### config.mk
export PLATFORM = sky130hd
export DESIGN_NAME = high_bit_search_pipe
export DESIGN_NICKNAME = d
export VERILOG_FILES = /design/src/rtl/high_bit_search_pipe.sv
export SDC_FILE = /design/constraint.sdc
export NUM_CORES = 1
export LEC_CHECK = 0
export BUFFER_PORTS_ARGS = -buffer_cell sky130_fd_sc_hd__buf_2
export CORE_AREA = 2 2 61 63
export CTS_BUF_LIST = sky130_fd_sc_hd__clkbuf_4
export CTS_CLUSTER_DIAMETER = 200
export DETAILED_ROUTE_END_ITERATION = 8
export DIE_AREA = 0 0 63 65
export PLACE_DENSITY = 0.83
export SLEW_MARGIN = 15
export SYNTH_ARGS = -nofsm -noshare
export SYNTH_HDL_FRONTEND = slang
export SYNTH_SLANG_ARGS = --single-unit
### constraint.sdc
create_clock -name clk -period 4.1 [get_ports clk]
set_clock_uncertainty 0.2 [all_clocks]
set_input_delay 0.41 -clock clk [delete_from_list [all_inputs] [get_ports clk]]
set_output_delay 0.41 -clock clk [all_outputs]
set_load 0.02 [all_outputs]
### src/rtl/high_bit_search_pipe.sv
// Two-stage pipelined most/least-significant set-bit search with valid/ready flow control.
// Stage 1 reduces each chunk to (any, local index); stage 2 picks the winning chunk.
module high_bit_search_pipe #(
   parameter int INPUT_WIDTH = 32,
   parameter int CHUNK_WIDTH = 8,
   parameter int TAG_WIDTH   = 4,
   localparam int IDX_W      = $clog2(INPUT_WIDTH)
) (
   input  logic                   clk,
   input  logic                   rst,
   input  logic [INPUT_WIDTH-1:0] input_data,
   input  logic                   in_mode,
   input  logic [TAG_WIDTH-1:0]   in_tag,
   input  logic                   in_valid,
   output logic                   in_ready,
   output logic [IDX_W-1:0]       out_index,
   output logic                   out_zero,
   output logic                   out_mode,
   output logic [TAG_WIDTH-1:0]   out_tag,
   output logic                   out_valid,
   input  logic                   out_ready
);

   localparam int N_CHUNK = INPUT_WIDTH / CHUNK_WIDTH;
   localparam int LOC_W   = $clog2(CHUNK_WIDTH);

   // Scan order: ascending positions for mode 0 (last hit = highest), descending for mode 1.
   function automatic int scan_pos(input int i, input logic mode, input int n);
      return (mode == 1'b1) ? (n - 1 - i) : i;
   endfunction

   function automatic logic [LOC_W-1:0] chunk_loc(input logic [CHUNK_WIDTH-1:0] bits,
                                                  input logic mode);
      logic [LOC_W-1:0] loc;
      int               p;
      loc = '0;
      for (int i = 0; i < CHUNK_WIDTH; i++) begin
         p   = scan_pos(i, mode, CHUNK_WIDTH);
         loc = bits[p] ? LOC_W'(p) : loc;
      end
      return loc;
   endfunction

   logic [N_CHUNK-1:0]            any_s;
   logic [N_CHUNK-1:0][LOC_W-1:0] loc_s;
   logic [IDX_W-1:0]              sel_index_s;
   logic                          stall_s;

   logic                          s1_valid_r;
   logic [N_CHUNK-1:0]            s1_any_r;
   logic [N_CHUNK-1:0][LOC_W-1:0] s1_loc_r;
   logic                          s1_mode_r;
   logic [TAG_WIDTH-1:0]          s1_tag_r;

   assign stall_s  = out_valid & ~out_ready;
   assign in_ready = ~rst & ~stall_s;

   // Per-chunk occupancy and local bit position of the incoming word.
   always_comb begin
      any_s = '0;
      loc_s = '0;
      for (int c = 0; c < N_CHUNK; c++) begin
         any_s[c] = |input_data[c*CHUNK_WIDTH +: CHUNK_WIDTH];
         loc_s[c] = chunk_loc(input_data[c*CHUNK_WIDTH +: CHUNK_WIDTH], in_mode);
      end
   end

   // Winning chunk: chunk index forms the upper index bits, local position the lower ones.
   always_comb begin
      sel_index_s = '0;
      for (int i = 0; i < N_CHUNK; i++) begin
         sel_index_s = s1_any_r[scan_pos(i, s1_mode_r, N_CHUNK)]
                     ? (IDX_W'(scan_pos(i, s1_mode_r, N_CHUNK) * CHUNK_WIDTH)
                        + IDX_W'(s1_loc_r[scan_pos(i, s1_mode_r, N_CHUNK)]))
                     : sel_index_s;
      end
   end

   // Pipeline registers; both stages freeze together while the consumer stalls.
   always_ff @(posedge clk) begin
      if (rst) begin
         s1_valid_r <= 1'b0;
         s1_any_r   <= '0;
         s1_loc_r   <= '0;
         s1_mode_r  <= 1'b0;
         s1_tag_r   <= '0;
         out_valid  <= 1'b0;
         out_index  <= '0;
         out_zero   <= 1'b0;
         out_mode   <= 1'b0;
         out_tag    <= '0;
      end else if (!stall_s) begin
         s1_valid_r <= in_valid & in_ready;
         s1_any_r   <= any_s;
         s1_loc_r   <= loc_s;
         s1_mode_r  <= in_mode;
         s1_tag_r   <= in_tag;
         out_valid  <= s1_valid_r;
         out_index  <= sel_index_s;
         out_zero   <= ~|s1_any_r;
         out_mode   <= s1_mode_r;
         out_tag    <= s1_tag_r;
      end
   end

endmodule

* After elaboration in Yosys (flattened, before gate mapping)
Cells that the tools add are included.
** Storage, ports and cells
- Register bits after elaboration :: 34
- Bits of input ports :: 41
- Output and inout bits :: 13
- Word-level logic and storage cells :: 209
** Operators by class
- $add $sub $neg :: 4
- $lt $le $gt $ge :: 12
- Multiplexer cells :: 168
- Bitwise gates (word level) :: 6
- Reduce and logical (&&, ||, !) cells :: 6
** Operators by type and width (count)
- 3-bit two-way mux :: 48
- 1-bit binary-select mux with 3-bit select :: 32
- 1-bit two-way mux :: 72
- 3-bit by 4-bit < comparator with 1-bit output, second input constant :: 8
- 32-bit by 4-bit < comparator with 1-bit output, second input constant :: 1
- 8-bit OR reduction :: 4
- 3-bit binary-select mux with 2-bit select :: 4
- 5-bit by 3-bit adder with 5-bit output :: 4
- 5-bit two-way mux :: 4
- 2-bit by 3-bit < comparator with 1-bit output, second input constant :: 3
- 1-bit binary-select mux with 2-bit select :: 4
- 2-bit two-way mux :: 4
- 4-bit OR reduction :: 1
- 1-bit AND :: 3
- 1-bit NOT :: 3
- 1-bit logical NOT :: 1

* Longest topological paths before layout
Gate-level depths: netlist (run 1).
- Depth in word-level cells :: 12
- Depth in mapped cells :: 7
- Mapped depth without buffers :: 5

* Worst setup path before layout (run 1)
OpenSTA, ideal clock, no wires.
- Path kind :: input to register
- Start :: in in_mode
- End :: reg s1_loc_r[3] (netlist name)
- Setup time :: 0.116 ns
- Arrival time :: 1.384 ns
- Required time :: 3.784 ns
- Path slack :: 2.400 ns
- Stages :: 6
- Path buffers :: 1
- Cells stage by stage :: buf_6 -> inv_4 -> o31a_1 -> o31ai_2 -> o211ai_1 -> a31o_1
** Between the ends
- Cells in the longest elaborated chain, start to end :: 12
- Elaborated cells on any way between the ends :: 40
- Classes of those cells :: mux: 40
** Ends and longest elaborated chain
- from (decl) :: RTL line 12 : input logic in_mode,
- 3-bit two-way mux :: RTL line 29 : return (mode == 1'b1) ? (n - 1 - i) : i;
- 1-bit binary-select mux with 3-bit select :: RTL line 39 : loc = bits[p] ? LOC_W'(p) : loc;
- 1-bit two-way mux (not written as such) (2 in series) :: RTL line 39
- 3-bit two-way mux (7 in series) :: RTL line 39
- 3-bit two-way mux (*) :: RTL line 39
- to (signal assigned) :: RTL line 95 : s1_loc_r <= loc_s;
- to (decl) :: RTL line 51 : logic [N_CHUNK-1:0][LOC_W-1:0] s1_loc_r;
Mark *: on every way between the ends. The rest lies on a longest branch, timed or not. The select of a mux whose other input is x is not followed.
A chain may end at the register's enable or synchronous reset.

* Final worst setup path (run 1)
- Start :: reg out_valid
- End :: out in_ready
** Between the ends
- Cells in the longest elaborated chain, start to end :: 3
** Ends and longest elaborated chain
- from (decl) :: RTL line 20 : output logic out_valid,
- from (signal assigned) :: RTL line 98 : out_valid <= s1_valid_r;
- 1-bit AND :: RTL line 55 : assign stall_s = out_valid & ~out_ready;
- 1-bit NOT :: RTL line 56 : assign in_ready = ~rst & ~stall_s;
- 1-bit AND :: RTL line 56
- to (decl) :: RTL line 15 : output logic in_ready,
No other way between the ends.

==> results.yml, run 1 <==
outcome:
  status: "completed"
routing:
  dr.pass1.iters: 4
  wl_per_cell_um: 12.7
  drtAntennaViolNets: 0
  routed_wl_um: 4590
  viasPerCell: 5.75
  remaining_drc_errors: 0
  drtIter0Drc: 138
  num_vias: 2082
final_layout:
  antenna_cells: 0
  nets: 355
  area_growth_pct: 15.6
  stdcell_count: 362
  layout-drive-gt1-share_pct: 20.4
  nFillCells: 344
  finalCoreUtilization_pct: 64.1
setup_path:
  crit_fanout: 23
  cp_slowest_stage_delay_ps: 690
  path_class: "flop to output port"
  worstPathArrival_ps: 1750
  reg2reg_from: "out_valid$_SDFFE_PP0N_"
  crit_start: "out_valid$_SDFFE_PP0N_"
  critical_path.slowest_cell: "nor2b_2"
  required_ps: 3490
  end_kind: "output port"
  path_cells: "nor2b_2 > nor2_1 > buf_2"
  worst_setup_path_start_kind: "flop"
clock_tree:
  htreeDepth: 2
  cts_tree: "yes"
  postCtsSetupBuffers: 0
  root_buffer: "clkbuf_4"
  clock_sinks: 34
  ctsLongestPathBuffers: 2
  numCtsBuffers: 5
  postCtsHoldBufs: 0
  path_clk_slew_ps: 90
  clock_latency_ps: 330
  postCtsResizedCells: 0
grt:
  grt_max_degree: 38
  overflow: 0
  grt_pass1_vias: 1838
  grt_pass1_wl_um: 7890
  antenna_found_initial: 0
  track_usage_pct: 23.6
flow_run:
  maxCapViolations: 0
timing:
  min_period_over_period_pct: 57.5
  slew_headroom_pct: 44.8
  slew_violations: 0
  period_minus_slack_ps: 2360
  finalSetupViolCount: 0
  timing.setup.tns_ps: 0
  rsz0062_at_grt: "false"
  max_freq_ghz: 0.425
  hold_violations: 0
  worst_pin_slew_ps: 828
synth:
  syn_nets: 313
  netlist_area_sq_um: 1940
  synth_ff_type: "dfxtp_1"
  synth_edf_count: 0
  yosys_warnings: 0
  ys_seq_area_share_pct: 35.1
  ys_ff_latch: 34
  synth_cell_types: 40
  synthCells: 272
  ys_async_sr_fraction_pct: 0
  postSynthAreaPerCell_sq_um: 7.13
power:
  p_leak_nw: 0.928
  powerDensity_nw_per_um2: 316
  ir_drop_mv: 0.130
place:
  io_buffer_count: 53
  dpl.cell_count: 355
  detailed_place_hpwl_um: 3360
  routabilityCongestion: 0.853
hold_path:
  holdCritStartpoint: "in_valid"
  hold_class: "primary input to flop"
floorplanning:
  initial_utilization_pct: 55.4
  fp.dieH_um: 65
  die_w_um: 63
  fp.coreArea_sq_um: 3500
  rows: 22
  pin_count: 54
  fp.dieArea_sq_um: 4100
## where the power goes
| part | switching (mW) | internal [mW] |
|---|---|---|
| clock | 0.0999 | 0.0778 |
| combinational | 0.0897 | 0.0643 |
| sequential | 0.0210 | 0.354 |
## path summary, 6_finish.rpt
path                              end  slack [ps]  cells after the start
max                          in_ready        1740                      3
min           s1_valid_r$_SDFFE_PP0N_         110                      3
max reg2reg  s1_loc_r[6]$_SDFFE_PP0N_        2030                      5
min reg2reg   out_tag[2]$_SDFFE_PP0N_         250                      2
## synthesized netlist by cell type (2+ instances only)
cell type / n / area [sq um]
a211oi_1: 6 / 45.0
a21oi_1: 36 / 180
a221oi_1: 9 / 78.8
a22oi_1: 2 / 15.0
a311oi_1: 3 / 26.3
a31oi_1: 2 / 12.5
a41oi_1: 3 / 26.3
buf_1: 2 / 7.51
buf_2: 5 / 25.0
clkbuf_1: 11 / 41.3
dfxtp_1: 34 / 681
inv_1: 9 / 33.8
nand2_1: 40 / 150
nand2b_1: 4 / 25.0
nand3b_1: 2 / 15.0
nor2_1: 45 / 169
nor2b_1: 6 / 37.5
nor3_1: 6 / 30.0
nor3b_1: 2 / 15.0
nor4_1: 2 / 12.5
o211ai_1: 5 / 37.5
o21ai_0: 11 / 55.1
o22ai_1: 3 / 18.8
o31a_1: 2 / 17.5
o31ai_1: 2 / 15.0
o32ai_1: 5 / 43.8
or3_1: 2 / 12.5
## sequential cells by signal (all words and copies together) (netlist names), 4 cells and up
name and count:
s1_any_r 4, s1_loc_r 12, s1_tag_r 4, out_index 5, out_tag 4
## routing by layer
layer  track usage [%]  vias up  wire, um
li1                  -     1076         -
met1              29.9      938      2110
met2              39.6       65      2180
met3              5.73        3       270
met4              7.22        0        25
met5                 0        -         0
## area by class of cell
| class | instances | area [sq um] | share of cell area, % |
|---|---|---|---|
| multi-input cells | 209 | 1130 | 50.6 |
| inverters | 10 | 40.0 | 1.79 |
| repair buffers | 54 | 273 | 12.2 |
| clock buffers | 7 | 52.6 | 2.35 |
| well taps | 48 | 60.1 | 2.68 |
| flip-flops and latches | 34 | 681 | 30.4 |
## cells in the final DEF (no fill, tap or decap), types with 2 or more instances in the layout
| master | Yosys | layout |
|---|---|---|
| nor2b_1 | 6 | 5 |
| inv_1 | 9 | 9 |
| o32ai_1 | 5 | 5 |
| a311oi_1 | 3 | 3 |
| nor4_1 | 2 | 2 |
| nor2_1 | 45 | 45 |
| a221oi_1 | 9 | 9 |
| nand2_1 | 40 | 40 |
| o21ai_0 | 11 | 11 |
| a31oi_1 | 2 | 2 |
| a22oi_1 | 2 | 2 |
| nand2b_1 | 4 | 4 |
| a41oi_1 | 3 | 3 |
| nor3b_1 | 2 | 2 |
| o31ai_1 | 2 | 2 |
| clkbuf_4 | 0 | 7 |
| nand3b_1 | 2 | 2 |
| o31a_1 | 2 | 2 |
| a21oi_1 | 36 | 36 |
| dfxtp_1 | 34 | 34 |
| or3_1 | 2 | 2 |
| a211oi_1 | 6 | 6 |
| o22ai_1 | 3 | 3 |
| buf_2 | 5 | 53 |
| o211ai_1 | 5 | 5 |
| nor3_1 | 6 | 6 |
## worst max-delay path: cells and delay by family, from the launching register on
kind / cells / cell delay (ps)
flops: 1 / 350
simple gates: 2 / 860
buf+inv: 1 / 210
## cells by family (layout without fill, tap and decap cells)
| kind of cell | after synthesis | after routing | share of synthesized area, % |
|---|---|---|---|
| and+or+nand+nor | 111 | 111 | 24.7 |
| AOI/OAI and AO/OA | 98 | 98 | 33.7 |
| buffers and inverters | 29 | 71 | 6.46 |
| DFF | 34 | 34 | 35.1 |
## per-stage QoR
stage          hold slack (ps)  setup slack, ps  total power [mW]  instance area, sq um
2_1_floorplan              232             2400             0.481                  1940
3_3_place_gp               236             1880             0.532                  2190
3_5_place_dp               241             1840             0.536                  2190
4_1_cts                    100             1730             0.713                  2240
5_1_grt                    109             1550             0.750                  2240
6_report                   111             1740             0.707                  2240
Note: power is estimated with default switching activity, not from simulation.
==> run 2: changes to the inputs <==
Settings changed: ABC_AREA set to 1, CORE_AREA 2 2 61 63 to 2 2 66 68, DIE_AREA 0 0 63 65 to 0 0 68 70, PLACE_DENSITY 0.83 to 0.78.
Clock period 4.1 ns to 2.2 ns, I/O delays scaled along.
==> results.yml, run 2 <==
floorplanning:
  rows: 24
  fp.coreArea_sq_um: 4140
  fp.dieH_um: 70
  fp.dieArea_sq_um: 4760
  die_w_um: 68
  initial_utilization_pct: 52.5
  pin_count: 54
grt:
  grt_pass1_wl_um: 9140
  grt_pass1_vias: 2252
  grt_max_degree: 24
  antenna_found_initial: 0
  track_usage_pct: 24.1
  overflow: 0
setup_path:
  required_ps: 2260
  worst_setup_path_start_kind: "primary input"
  crit_fanout: 7
  cp_slowest_stage_delay_ps: 550
  path_cells: "dlygate4sd3_1 > buf_2 > nor2_2 > buf_4 > o41ai_1 > dlygate4sd3_1 > o21ai_0"
  crit_top_cell: "dlygate4sd3_1"
  critical_path.slowest_cell: "dlygate4sd3_1"
  path_class: "primary input to flop"
  worstPathArrival_ps: 2070
  cp.buffers_inverters: 4
  critPathTopFamily: "buffers and inverters"
  end_kind: "flop"
power:
  powerDensity_nw_per_um2: 531
  p_leak_nw: 1.37
  ir_drop_mv: 0.238
timing:
  slew_headroom_pct: 58.9
  rsz0062_at_grt: "false"
  finalSetupViolCount: 0
  slew_violations: 0
  min_period_over_period_pct: 91.1
  hold_violations: 0
  period_minus_slack_ps: 2000
  whs_ps: 6.96
  max_freq_ghz: 0.499
  timing.setup.tns_ps: 0
  worst_pin_slew_ps: 616
synth:
  synth_xor_area_share_pct: 0
  syn_nets: 396
  yosys_warnings: 0
  netlist_top_cells_count: "nand2_1 (90), inv_1 (63), o21ai_0 (48)"
  synth_cell_types: 30
  synth_most_common_cell: "nand2_1"
  ys_ff_latch: 34
  yosys.area.top_type_share_pct: 31.3
  synth.area.top_cells: "dfxtp_1 (31%), nand2_1 (16%), o21ai_0 (11%)"
  ys_async_sr_fraction_pct: 0
  ys_seq_area_share_pct: 31.3
  synth_top_family_by_area: "simple AND/OR/NAND/NOR gates"
  yosysTopAreaCell: "dfxtp_1"
  synthCells: 355
  synth-simple-area-share_pct: 27.6
  synth_ff_type: "dfxtp_1"
  postSynthAreaPerCell_sq_um: 6.13
  netlist_area_sq_um: 2180
  synthAdderAreaFrac_pct: 0
  synth_edf_count: 0
  synth_mux_area_share_pct: 0
  synth_compound_area_share_pct: 26.0
clock_tree:
  root_buffer: "clkbuf_4"
  numCtsBuffers: 5
  postCtsSetupBuffers: 0
  ctsLongestPathBuffers: 2
  clock_latency_ps: 340
  clock_sinks: 34
  path_clk_slew_ps: 90
  htreeDepth: 2
  cts_tree: "yes"
place:
  io_buffer_count: 53
  detailed_place_hpwl_um: 3970
  routabilityCongestion: 0.862
  dpl.cell_count: 452
final_layout:
  nets: 463
  area_growth_pct: 21.7
  stdcell_count: 475
  largest_register_ffs: 12
  antenna_cells: 0
  layout-drive-gt1-share_pct: 17.3
  layout_common_cells: "nand2_1 (90), inv_1 (63), buf_2 (53), o21ai_0 (48), dfxtp_1 (34)"
  largestRegisters: "s1_loc_r (12), out_index (5)"
  final_common_cell: "nand2_1"
  max_flop_register: "s1_loc_r"
routing:
  routed_wl_um: 5460
  remaining_drc_errors: 0
  drtAntennaViolNets: 0
  wl_per_cell_um: 11.5
  viasPerCell: 5.24
  dr.pass1.iters: 4
  drtIter0Drc: 220
  num_vias: 2488
outcome:
  status: "completed"
hold_path:
  hold_class: "primary input to flop"
flow_run:
  maxCapViolations: 0
## run 2: metrics by stage
step / instance area (sq um) / power [mW] / setup slack [ps] / util (%)
CTS: 2650 / 1.41 / 63.7 / 63.9
floorplan: 2180 / 0.953 / 671 / -
global placement: 2440 / 1.06 / 480 / 58.9
detailed placement: 2440 / 1.06 / 416 / 58.9
finish: 2650 / 1.41 / 196 / 63.9
global route: 2650 / 1.49 / 98.4 / 63.9
## run 2: where the power goes
group	internal, mW	switching, mW	leakage, nW
combinational	0.148	0.230	1.06
clock	0.132	0.200	0.0331
sequential	0.666	0.0310	0.282
## run 2: path summary, 6_finish.rpt
check                             from                   endpoint  cells past startpoint  slack (ps)
max                                rst   s1_any_r[1]$_SDFFE_PP0N_                      7         200
min                      input_data[2]   s1_any_r[0]$_SDFFE_PP0N_                      3           7
max reg2reg     out_valid$_SDFFE_PP0N_   s1_any_r[1]$_SDFFE_PP0N_                      7         310
min reg2reg  out_index[0]$_SDFFE_PP0N_  out_index[0]$_SDFFE_PP0N_                      2         260
## run 2: worst register-to-register path, cell delays in order, from the launching register on
cell and delay (ps):
dfxtp_1 340, inv_1 60, nor2_4 170, nor2_2 110
buf_4 180, o41ai_1 60, dlygate4sd3_1 590, o21ai_0 80
## run 2: timing repair
action	4_1_cts	5_1_grt
resized for setup	0	1
setup endpoints to repair	0	1
endpoints found under the hold margin	11	0
hold buffers	15	0
## run 2: layout make-up
| cell class | count | area (sq um) |
|---|---|---|
| Clock buffer | 6 | 45.0 |
| Clock inverter | 2 | 8.76 |
| Fill cell | 412 | 1500 |
| Inverter | 64 | 243 |
| Multi-Input combinational cell | 246 | 1170 |
| Sequential cell | 34 | 681 |
| Tap cell | 52 | 65.1 |
| Timing Repair Buffer | 71 | 438 |
## run 2: kinds of logic after synthesis
family / after synthesis
and+or+nand+nor: 145
AOI/OAI and AO/OA: 101
buffers and inverters: 75
DFF: 34
## run 2: per-layer routing
metal / up-vias / part of all wire [%] / GRT usage (%)
met5: - / 0 / 0
li1: 1294 / - / -
met2: 83 / 47 / 40.0
met1: 1098 / 47 / 30.6
met3: 13 / 4.5 / 3.70
met4: 0 / 2.0 / 9.56
